**src/rtl/move_sequencer.sv**
```systemverilog
// rtl/move_sequencer.sv - 2048 board owner: orients a move, steps the left-move stage, commits, spawns, evaluates.
// Optional macro SPAWN_FOUR_EN: a spawned tile is a 4 when lfsr[7:4]==0 (otherwise always a 2).
module move_sequencer #(
  parameter logic [15:0] LFSR_SEED = 16'hACE1,
  parameter logic [3:0]  WIN_VALUE = 4'd11
) (
  input  logic                 clk,
  input  logic                 rst_n,
  input  logic                 move_req,
  input  logic [1:0]           move_dir,
  input  logic                 new_game,
  input  logic                 load_en,
  input  logic [3:0][3:0][3:0] load_grid,
  output logic [31:0]          count,
  output logic [3:0][3:0][3:0] stage_grid,
  input  logic [3:0][3:0][3:0] stage_grid_in,
  input  logic [31:0]          stage_points,
  output logic [3:0][3:0][3:0] grid,
  output logic [31:0]          score,
  output logic                 busy,
  output logic                 done,
  output logic                 won,
  output logic                 lost
);
  typedef logic [3:0][3:0][3:0] grid_t;
  typedef enum logic [2:0] {S_IDLE, S_LOAD, S_STEP, S_COMMIT, S_SPAWN, S_EVAL, S_DONE} state_t;

  // Map the board so that the requested move becomes a LEFT move on [x][y].
  function automatic grid_t orient(input grid_t g, input logic [1:0] d);
    grid_t      r;
    logic [1:0] x, y;
    r = '0;
    for (int i = 0; i < 16; i++) begin
      x = i[1:0];
      y = i[3:2];
      case (d)
        2'd0:    r[x][y] = g[x][y];
        2'd1:    r[x][y] = g[2'd3 - x][y];
        2'd2:    r[x][y] = g[y][x];
        default: r[x][y] = g[y][2'd3 - x];
      endcase
    end
    return r;
  endfunction

  function automatic grid_t inverse(input grid_t g, input logic [1:0] d);
    grid_t      r;
    logic [1:0] x, y;
    r = '0;
    for (int i = 0; i < 16; i++) begin
      x = i[1:0];
      y = i[3:2];
      case (d)
        2'd0:    r[x][y] = g[x][y];
        2'd1:    r[x][y] = g[2'd3 - x][y];
        2'd2:    r[x][y] = g[y][x];
        default: r[x][y] = g[2'd3 - y][x];
      endcase
    end
    return r;
  endfunction

  state_t      state_q, state_d;
  grid_t       grid_q, grid_d, work_q, work_d;
  logic [1:0]  dir_q, dir_d;
  logic [31:0] score_q, score_d, pts_q, pts_d;
  logic [2:0]  count_q, count_d;
  logic [3:0]  idx_q, idx_d, scan_q, scan_d;
  logic        again_q, again_d;
  logic [15:0] lfsr_q, lfsr_d;
  logic        busy_q, busy_d, done_q, done_d, won_q, won_d, lost_q, lost_d;

  logic       any_win, any_empty, any_pair, spawn_fin;
  logic [3:0] tile;

  always_comb begin
    logic [1:0] x, y;
    any_win   = 1'b0;
    any_empty = 1'b0;
    any_pair  = 1'b0;
    for (int i = 0; i < 16; i++) begin
      x = i[1:0];
      y = i[3:2];
      if (grid_q[x][y] == WIN_VALUE) any_win = 1'b1;
      if (grid_q[x][y] == 4'd0) any_empty = 1'b1;
      if (x != 2'd3 && grid_q[x][y] == grid_q[x + 2'd1][y]) any_pair = 1'b1;
      if (y != 2'd3 && grid_q[x][y] == grid_q[x][y + 2'd1]) any_pair = 1'b1;
    end
  end

  always_comb begin
`ifdef SPAWN_FOUR_EN
    tile = (lfsr_q[7:4] == 4'd0) ? 4'd2 : 4'd1;
`else
    tile = 4'd1;
`endif
  end

  always_comb begin
    state_d   = state_q;
    grid_d    = grid_q;
    work_d    = work_q;
    dir_d     = dir_q;
    score_d   = score_q;
    pts_d     = pts_q;
    count_d   = 3'd0;
    idx_d     = idx_q;
    scan_d    = scan_q;
    again_d   = again_q;
    lfsr_d    = {lfsr_q[14:0], lfsr_q[15] ^ lfsr_q[13] ^ lfsr_q[12] ^ lfsr_q[10]};
    done_d    = 1'b0;
    won_d     = won_q;
    lost_d    = lost_q;
    spawn_fin = 1'b0;
    case (state_q)
      S_IDLE: begin
        if (new_game) begin
          grid_d  = '0;
          score_d = 32'd0;
          won_d   = 1'b0;
          lost_d  = 1'b0;
          idx_d   = lfsr_q[3:0];
          scan_d  = 4'd0;
          again_d = 1'b1;
          state_d = S_SPAWN;
        end else if (move_req && !(won_q || lost_q)) begin
          dir_d   = move_dir;
          state_d = S_LOAD;
        end else if (load_en) begin
          grid_d = load_grid;
        end
      end
      S_LOAD: begin
        work_d  = orient(grid_q, dir_q);
        state_d = S_STEP;
      end
      S_STEP: begin
        work_d = stage_grid_in;
        if (count_q == 3'd4) pts_d = stage_points;
        if (count_q == 3'd5) state_d = S_COMMIT;
        else count_d = count_q + 3'd1;
      end
      S_COMMIT: begin
        if (work_q != orient(grid_q, dir_q)) begin
          grid_d  = inverse(work_q, dir_q);
          score_d = score_q + pts_q;
          idx_d   = lfsr_q[3:0];
          scan_d  = 4'd0;
          again_d = 1'b0;
          state_d = S_SPAWN;
        end else begin
          state_d = S_EVAL;
        end
      end
      S_SPAWN: begin
        if (grid_q[idx_q[1:0]][idx_q[3:2]] == 4'd0) begin
          grid_d[idx_q[1:0]][idx_q[3:2]] = tile;
          spawn_fin = 1'b1;
        end else begin
          idx_d     = idx_q + 4'd1;
          scan_d    = scan_q + 4'd1;
          spawn_fin = (scan_q == 4'd15);
        end
        // new_game places two tiles; the second scan restarts from a fresh LFSR index.
        if (spawn_fin) begin
          if (again_q) begin
            again_d = 1'b0;
            idx_d   = lfsr_q[3:0];
            scan_d  = 4'd0;
          end else begin
            state_d = S_EVAL;
          end
        end
      end
      S_EVAL: begin
        won_d   = won_q | any_win;
        lost_d  = lost_q | (!any_empty && !any_pair);
        state_d = S_DONE;
      end
      default: begin
        done_d  = 1'b1;
        state_d = S_IDLE;
      end
    endcase
    busy_d = (state_d != S_IDLE);
  end

  always_ff @(posedge clk or negedge rst_n) begin
    if (!rst_n) begin
      state_q <= S_IDLE;
      grid_q  <= '0;
      work_q  <= '0;
      dir_q   <= 2'd0;
      score_q <= 32'd0;
      pts_q   <= 32'd0;
      count_q <= 3'd0;
      idx_q   <= 4'd0;
      scan_q  <= 4'd0;
      again_q <= 1'b0;
      lfsr_q  <= LFSR_SEED;
      busy_q  <= 1'b0;
      done_q  <= 1'b0;
      won_q   <= 1'b0;
      lost_q  <= 1'b0;
    end else begin
      state_q <= state_d;
      grid_q  <= grid_d;
      work_q  <= work_d;
      dir_q   <= dir_d;
      score_q <= score_d;
      pts_q   <= pts_d;
      count_q <= count_d;
      idx_q   <= idx_d;
      scan_q  <= scan_d;
      again_q <= again_d;
      lfsr_q  <= lfsr_d;
      busy_q  <= busy_d;
      done_q  <= done_d;
      won_q   <= won_d;
      lost_q  <= lost_d;
    end
  end

  assign count      = {29'd0, count_q};
  assign stage_grid = work_q;
  assign grid       = grid_q;
  assign score      = score_q;
  assign busy       = busy_q;
  assign done       = done_q;
  assign won        = won_q;
  assign lost       = lost_q;
endmodule
```
**config.mk**
```make
export PLATFORM = sky130hd
export DESIGN_NAME = move_sequencer
export DESIGN_NICKNAME = d
export VERILOG_FILES = /design/src/rtl/move_sequencer.sv
export SDC_FILE = /design/constraint.sdc
export NUM_CORES = 1
export LEC_CHECK = 0
export CORE_AREA = 2 2 349 178
export CTS_BUF_LIST = sky130_fd_sc_hd__clkbuf_2
export CTS_CLUSTER_DIAMETER = 50
export DETAILED_ROUTE_END_ITERATION = 6
export DIE_AREA = 0 0 351 180
export GPL_TIMING_DRIVEN = 0
export SKIP_LAST_GASP = 1
export SYNTH_ARGS = -nofsm -noshare
export SYNTH_HDL_FRONTEND = slang
export SYNTH_SLANG_ARGS = --single-unit
```
**constraint.sdc**
```tcl
create_clock -name clk -period 3.45 [get_ports clk]
set_clock_uncertainty 0.2 [all_clocks]
set_input_delay 0.69 -clock clk [delete_from_list [all_inputs] [get_ports clk]]
set_output_delay 0.69 -clock clk [all_outputs]
set_load 0.01 [all_outputs]
```
==> impl_results.md, run 1 <==
- Clock sink count: 229
- DR WL/cell: around 32 um
- Power per cell area: 1070 nW/um^2
- Die X: 351 um
- First-pass iteration count of the detailed router: 6
- Post-detailed-route count of antenna-violating nets: 0
- Type of the tightest min-delay check: input pin to register
- Mapped cell area: 17300 um^2
- Fraction of layout cells with a size suffix above 1: 19.7%
- Count leader, synth: dfrtp_1
- Complex-gate fraction of the synthesized area: 20.6%
- Post-synth EDFFs: 0
- Final Cell Area: 24300 um^2
- Multiplexer area fraction after synthesis: 16.0%
- Final WS setup: -0.872 ns
- Post-synthesis simple-gate area fraction: 13.0%
- Slew Viols, Final: 0
- Synth Area in Adders: 2.72%
- Layout Nets: between 2000 and 3000
- Hold WS: 0.0605 ns
- Total number of vias: 18900
- CTS root buf: clkbuf_2
- Post-synthesis sequential area ratio: 33.2%
- Final hold vios: 0
- Largest net degree at the start of global routing: 112
- Placed cells: 3048
- Leading area contributor after synthesis: dfrtp_1
- Final Setup Violations: 107
- Global placement routability congestion: 1.07
- Clock Path Buffers: 3
- Cts bufs inserted: a little under 60
- Global-route wire length before repair: 140000 um
- Reg2reg setup slack: -0.87 ns
- Cell variety after synth: 72
- Die Ht: 180 um
- H-Tree Depth: 2
- Vias/cell: 5.87
- Total Wirelength: 102000 um
- Commonest cells in the netlist: dfrtp_1, o21ai_0, nand2_1
- Total Routing Usage GR: 31.4%
- Total Power: 26.1 mW
- Post-synthesis xor/xnor area fraction: 8.16%
- Worst Hold Path EP: stage_grid[45]
- Placed Area: between 20000 and 25000 um^2
- IO Pins: roughly 360
- Die footprint: approximately 63000 um^2
- Max transition margin: 15.3%
- Min cycle time layout: 4.32 ns
- Startpoint Class: register
- Leak pwr: 9.98 nW
- Aggregate global routing overflow: 0
- Crit path kind: register to register
- Largest family of logic cells by synthesized area: compound AO/OA/AOI/OAI gates
- Number of global-route vias before repair: 18200
- Flops & latches, synth: 229
- P&R area growth vs syn: 40.8%
- Critical Path RT: 4.13 ns
- Dpl hpwl: 79900 um
- Fmax: roughly 230 MHz
- Cell Rows: 64
- Worst setup EP type: register
- Synth warn: 0
- Hold Crit Depth: 3
- Status: finished with violations
- Post-synthesis average cell area: 9.29 um^2
- Worst slack, placed: -2.92 ns
- Reg2reg end: grid[21]
- Failing checks: setup timing
- PortBufs: 333
- Worst-path clk slew: around 0.12 ns
- Cells after synthesis: 1859
- CTS tree: yes
- RSZ-0062 raised after global routing: yes
- Hold_sp: stage_grid_in[45]
- Initial antenna violation count: 8
- DRC violations left: 0
- Crit Path Max Fanout: 10
- Worst Tran Pin Value: ~1.3 ns
- Period Utilization, post-route: 125%
- Clk_lat worst skew: around 1.1 ns
- Post-synth top area share: 32.0%
- Starting Density: between 20 and 30%
- Worst EP arrival: 5.00 ns
- Max VDD drop: 524 uV
- 1st-iter DRT viols: 2512
- MaxCap Viol Count: 0
- Primary FF master, synth: dfrtp_1
- Non-filler cells, final: 3229
- R2R depth: 15
- Largest cells by area after synthesis: dfrtp_1, mux4_2, mux2i_1, xnor2_1, a22o_1
- Core ar.: 60300 um^2
- Reg-to-reg startpoint: dir_q[0]
- Async S/R FF share, synth: between 90% and 100%
[critical path: stages, from the launching register on]
cell	delay (ns)
dfrtp_1	0.38
buf_12	0.15
buf_12	0.15
buf_12	0.16
buf_12	0.17
mux2i_1	0.30
xnor2_1	0.13
nor4_2	0.51
o22ai_1	0.15
or4_4	0.49
or4_4	0.61
nand2_4	0.11
a21oi_4	0.07
buf_12	0.17
buf_12	0.16
a22o_1	0.20
[cell usage in the layout (no fill, tap or decap), drive strengths merged, types with 96 or more instances in the layout]
| cell | Yosys | routed |
|---|---|---|
| a22o | 96 | 96 |
| xnor2 | 104 | 104 |
| nor2 | 111 | 111 |
| o21ai | 157 | 157 |
| nand2 | 142 | 142 |
| dfrtp | 221 | 221 |
| a21oi | 110 | 110 |
| clkbuf | 121 | 184 |
| buf | 80 | 120 |
| clkdlybuf4s50 | 0 | 332 |
[kinds of logic after synthesis]
kind of cell	count (synthesis)
xor gates and xnor gates	161
adders and majority gates	37
and+or+nand+nor	451
buffers and inverters	242
muxes	198
other	1
DFF	229
AOI/OAI and AO/OA	540
[routing by layer]
metal	vias to the layer above	global-route usage (%)	wire [um]
li1	7844	-	-
met2	1341	38.0	36600
met4	4	6.83	2270
met3	142	17.2	17300
met1	9610	46.8	45800
met5	-	0	99
[timing repair]
action	in CTS	in global routing
endpoints found under the hold margin	284	1
gates cloned	5	3
endpoints found under the setup margin	152	148
pin swaps	30	38
resized for setup	248	100
setup buffers	17	10
hold buffers	58	1
[area by class of cell]
| class | instances | area, um^2 |
|---|---|---|
| diodes | 7 | 17.5 |
| plain buffers | 188 | 1340 |
| clock buffers | 77 | 385 |
| clock inverters | 16 | 67.6 |
| fillers | 6011 | 36000 |
| inverters | 41 | 161 |
| multi-input cells | 1416 | 11200 |
| flip-flops and latches | 229 | 5750 |
| well taps | 825 | 1030 |
| repair buffers | 430 | 4410 |
[how the worst max path moves through the flow]
stage | end | cells after the start | slack [ns] | start
after floorplan | score[31] | 11 | -0.27 | dir_q[1]
after global placement | stage_grid[56] | 1 | -9.03 | rst_n
after detailed placement | grid[37] | 14 | -2.92 | dir_q[1]
after CTS | grid[21] | 12 | -0.71 | dir_q[1]
after global routing | grid[23] | 16 | -0.90 | dir_q[0]
final | grid[21] | 15 | -0.87 | dir_q[0]
[sequential cells by signal, indices dropped and copies added, names as in the netlist, 2 cells and up]
signal      count
scan_q          4
pts_q          32
idx_q           4
stage_grid     64
lfsr_q         16
score          32
grid           64
count_q         3
dir_q           2
state_q         3
[metrics by stage]
stage           TNS, ns  util (%)
2_1_floorplan    -21.23         -
3_3_place_gp   -2360.11      36.1
3_5_place_dp    -317.50      36.2
4_1_cts          -66.89      39.7
5_1_grt          -87.04      40.3
6_report         -80.32      40.3
[report_power, final]
group / total, mW / leakage [nW] / switching [mW] / internal [mW]
Clock: 1.91 / 0.353 / 1.30 / 0.602
Combinational: 18.6 / 6.75 / 10.9 / 7.69
Sequential: 5.52 / 2.88 / 1.99 / 3.52
Total: 26.1 / 9.98 / 14.2 / 11.8
Note: power is estimated with default switching activity, not from simulation.
==> inputs of run 2 (changes only) <==
--- a/config.mk
+++ b/config.mk
@@ -5,12 +5,14 @@
 export SDC_FILE = /design/constraint.sdc
 export NUM_CORES = 1
 export LEC_CHECK = 0
+export CELL_PAD_IN_SITES_DETAIL_PLACEMENT = 0
+export CELL_PAD_IN_SITES_GLOBAL_PLACEMENT = 1
 export CORE_AREA = 2 2 349 178
 export CTS_BUF_LIST = sky130_fd_sc_hd__clkbuf_2
-export CTS_CLUSTER_DIAMETER = 50
 export DETAILED_ROUTE_END_ITERATION = 6
 export DIE_AREA = 0 0 351 180
 export GPL_TIMING_DRIVEN = 0
+export PLACE_DENSITY_LB_ADDON = 0.1
 export SKIP_LAST_GASP = 1
 export SYNTH_ARGS = -nofsm -noshare
 export SYNTH_HDL_FRONTEND = slang
==> run 2 against run 1 <==
  * Clock-buffer cell count rose by 17
  * The run still ends with setup timing left
  * Sequential share of layout area fell by 0.087 points
  * Sequential power fell by 1%
  * Maximum frequency fell by 1.2%
  * Non-clock buffer count fell by 4
  * Register-to-register slack got worse by 0.05 ns
  * Combinational power barely moved
  * Flip-flop and latch count did not move
==> impl_results.md, run 2 (same netlist as run 1, synthesis figures left out) <==
- Clock Path Buffers: 3 (unchanged)
- Post-detailed-route count of antenna-violating nets: 0 (unchanged)
- Cts bufs inserted: 61 (+5.2%)
- Worst Tran Pin Value: 1.34 ns (+0.0719 ns)
- Global placement routability congestion: 1.03 (-3.1%)
- Total Routing Usage GR: 32.1% (+0.69 points)
- Startpoint Class: register
- Final WS setup: -0.926 ns (-0.0538 ns)
- Power per cell area: 1080 nW/um^2 (+1.2%)
- Number of fill cells: 6063 (+0.87%)
- Max VDD drop: 456 uV (-13%)
- Aggregate global routing overflow: 0 (unchanged)
- Largest net degree at the start of global routing: 106 (-5.4%)
- Reg-to-reg startpoint: dir_q[0]
- First-pass iteration count of the detailed router: 6 (unchanged)
- Fmax: 229 MHz (-1.2%)
- Cell Rows: 64 (unchanged)
- Min cycle time layout: 4.38 ns (+0.0538 ns)
- Clk_lat worst skew: 1.10 ns (-0.02 ns)
- Most frequent cells in the layout: clkdlybuf4s50_1, dfrtp_1, clkbuf_2, nand2_1, o21ai_0
- Slew Viols, Final: 0 (unchanged)
- Starting Density: 28.6% (unchanged)
- Hold_sp: stage_grid_in[55]
- RSZ-0062 raised after global routing: yes
- Reg2reg end: grid[38]
- Reg2reg setup slack: -0.93 ns (-0.05 ns)
- CTS tree: yes
- MaxCap Viol Count: 0 (unchanged)
- Number of global-route vias before repair: 17700 (-2.6%)
- Total Wirelength: 105000 um (+2.5%)
- Dpl hpwl: 82400 um (+3.1%)
- Fraction of layout cells with a size suffix above 1: 20.7% (+1.0 points)
- Hold WS: 0.0441 ns (-0.0164 ns)
- Global-route wire length before repair: 142000 um (+1.1%)
- Crit path kind: register to register
- Final Setup Violations: 107 (unchanged)
- Layout Nets: 2567 (-0.039%)
- Type of the tightest min-delay check: input pin to register
- Worst EP arrival: 5.13 ns (+0.13 ns)
- Worst setup EP type: register
- Most common cell after layout, fill and taps aside: clkdlybuf4s50_1
- Total Power: 26.5 mW (+1.6%)
- Core ar.: 60300 um^2 (unchanged)
- DRC violations left: 0 (unchanged)
- Worst Hold Path EP: stage_grid[55]
- R2R depth: 13 (-2)
- Total number of vias: 18700 (-1.2%)
- Clock sink count: 229 (unchanged)
- Leak pwr: 10.1 nW (+0.83%)
- H-Tree Depth: 2 (unchanged)
- Worst-path clk slew: 0.11 ns (about the same)
- P&R area growth vs syn: 41.4%
- Hold Crit Depth: 3 (unchanged)
- 1st-iter DRT viols: 2153 (-14%)
- Vias/cell: 5.79 (-1.3%)
- Die X: 351 um (unchanged)
- Layout Utilization: 40.5% (+0.16 points)
- Final hold vios: 0 (unchanged)
- Crit Path Max Fanout: 10 (unchanged)
- Non-filler cells, final: 3233 (+0.12%)
- CTS root buf: clkbuf_2
- Die Ht: 180 um (unchanged)
- PortBufs: 333 (unchanged)
- Critical Path RT: 4.21 ns (+0.08 ns)
- IO Pins: 363 (unchanged)
- Period Utilization, post-route: 127% (+1.6 points)
- Placed cells: 3048 (unchanged)
- Status: finished with violations
- Initial antenna violation count: 4 (-4)
- Worst slack, placed: -2.91 ns (+0.00279 ns)
- Failing checks: setup timing
- Die footprint: 63200 um^2 (unchanged)
- DR WL/cell: 32.4 um (+2.4%)
- Max transition margin: 10.8% (-4.5 points)
[run 2: changes by cell type in the layout (fill, tap and decap cells not counted), moves of 4 or more]
cell,before,now
buf_2,8,16
buf_4,59,63
buf_8,4,8
clkbuf_1,49,44
clkbuf_2,127,141
clkbuf_4,4,9
diode_2,7,2
mux2i_2,13,7
mux2i_4,6,10
[run 2: timing repair]
item,4_1_cts,5_1_grt
setup buffers,14,16
gates cloned,3,2
gates resized for setup,238,134
pin swaps,14,30
setup endpoints to repair,170,179
endpoints found under the hold margin,273,1
hold buffers,55,1
[run 2: how the worst max path moves through the flow]
stage | slack [ns] | to | depth (start not counted) | start
floorplan | -0.27 | score[31] | 11 | dir_q[1]
global placement | -9.35 | stage_grid[15] | 1 | rst_n
detailed placement | -2.91 | score[27] | 12 | dir_q[1]
CTS | -0.74 | grid[49] | 12 | dir_q[1]
global route | -0.85 | grid[50] | 16 | dir_q[0]
finish | -0.93 | grid[38] | 13 | dir_q[0]
[run 2: worst max-delay path: stages, from the launching register on]
cell and delay [ns]:
dfrtp_1 0.35, buf_6 0.18, buf_12 0.19, mux4_2 0.59
nor2b_2 0.26, a2111oi_4 0.36, o2111ai_1 0.26, or4_4 0.48
or4_4 0.60, nand2_4 0.11, a21oi_4 0.07, buf_4 0.23
o21ai_4 0.15, a22o_1 0.20
[run 2: layout make-up]
class                      count  area, um^2  share of cell area [%]
clock inverter                12        78.8                   0.323
buffer                       187        1320                    5.40
timing repair buffer         427        4310                    17.6
sequential                   229        5750                    23.5
antenna                        2        5.00                  0.0205
multi-input combinational   1416       11300                    46.3
inverter                      41         158                   0.646
clock buffer                  94         470                    1.93
tap                          825        1030                    4.23
[run 2: power by group]
group          leakage (nW)  switching, mW  internal [mW]  total, mW
logic                  6.76           11.2           7.64       18.9
registers              2.88           1.94           3.53       5.46
clock network         0.429           1.35          0.795       2.15
total                  10.1           14.5           12.0       26.5
[run 2: metrics by stage]
| step | instance area (um^2) | setup TNS (ns) |
|---|---|---|
| 2_1_floorplan | 17400 | -21.23 |
| 3_3_place_gp | 21800 | -2416.64 |
| 3_5_place_dp | 21900 | -330.02 |
| 4_1_cts | 23900 | -70.58 |
| 5_1_grt | 24400 | -84.51 |
| 6_report | 24400 | -88.60 |
[run 2: per-layer routing]
layer,GRT usage (%),wire [um],part of all wire (%)
met5,0,19,0.018
met2,38.5,37400,36
met1,50.7,50600,48
met3,15.2,15500,15
met4,4.24,1110,1.1
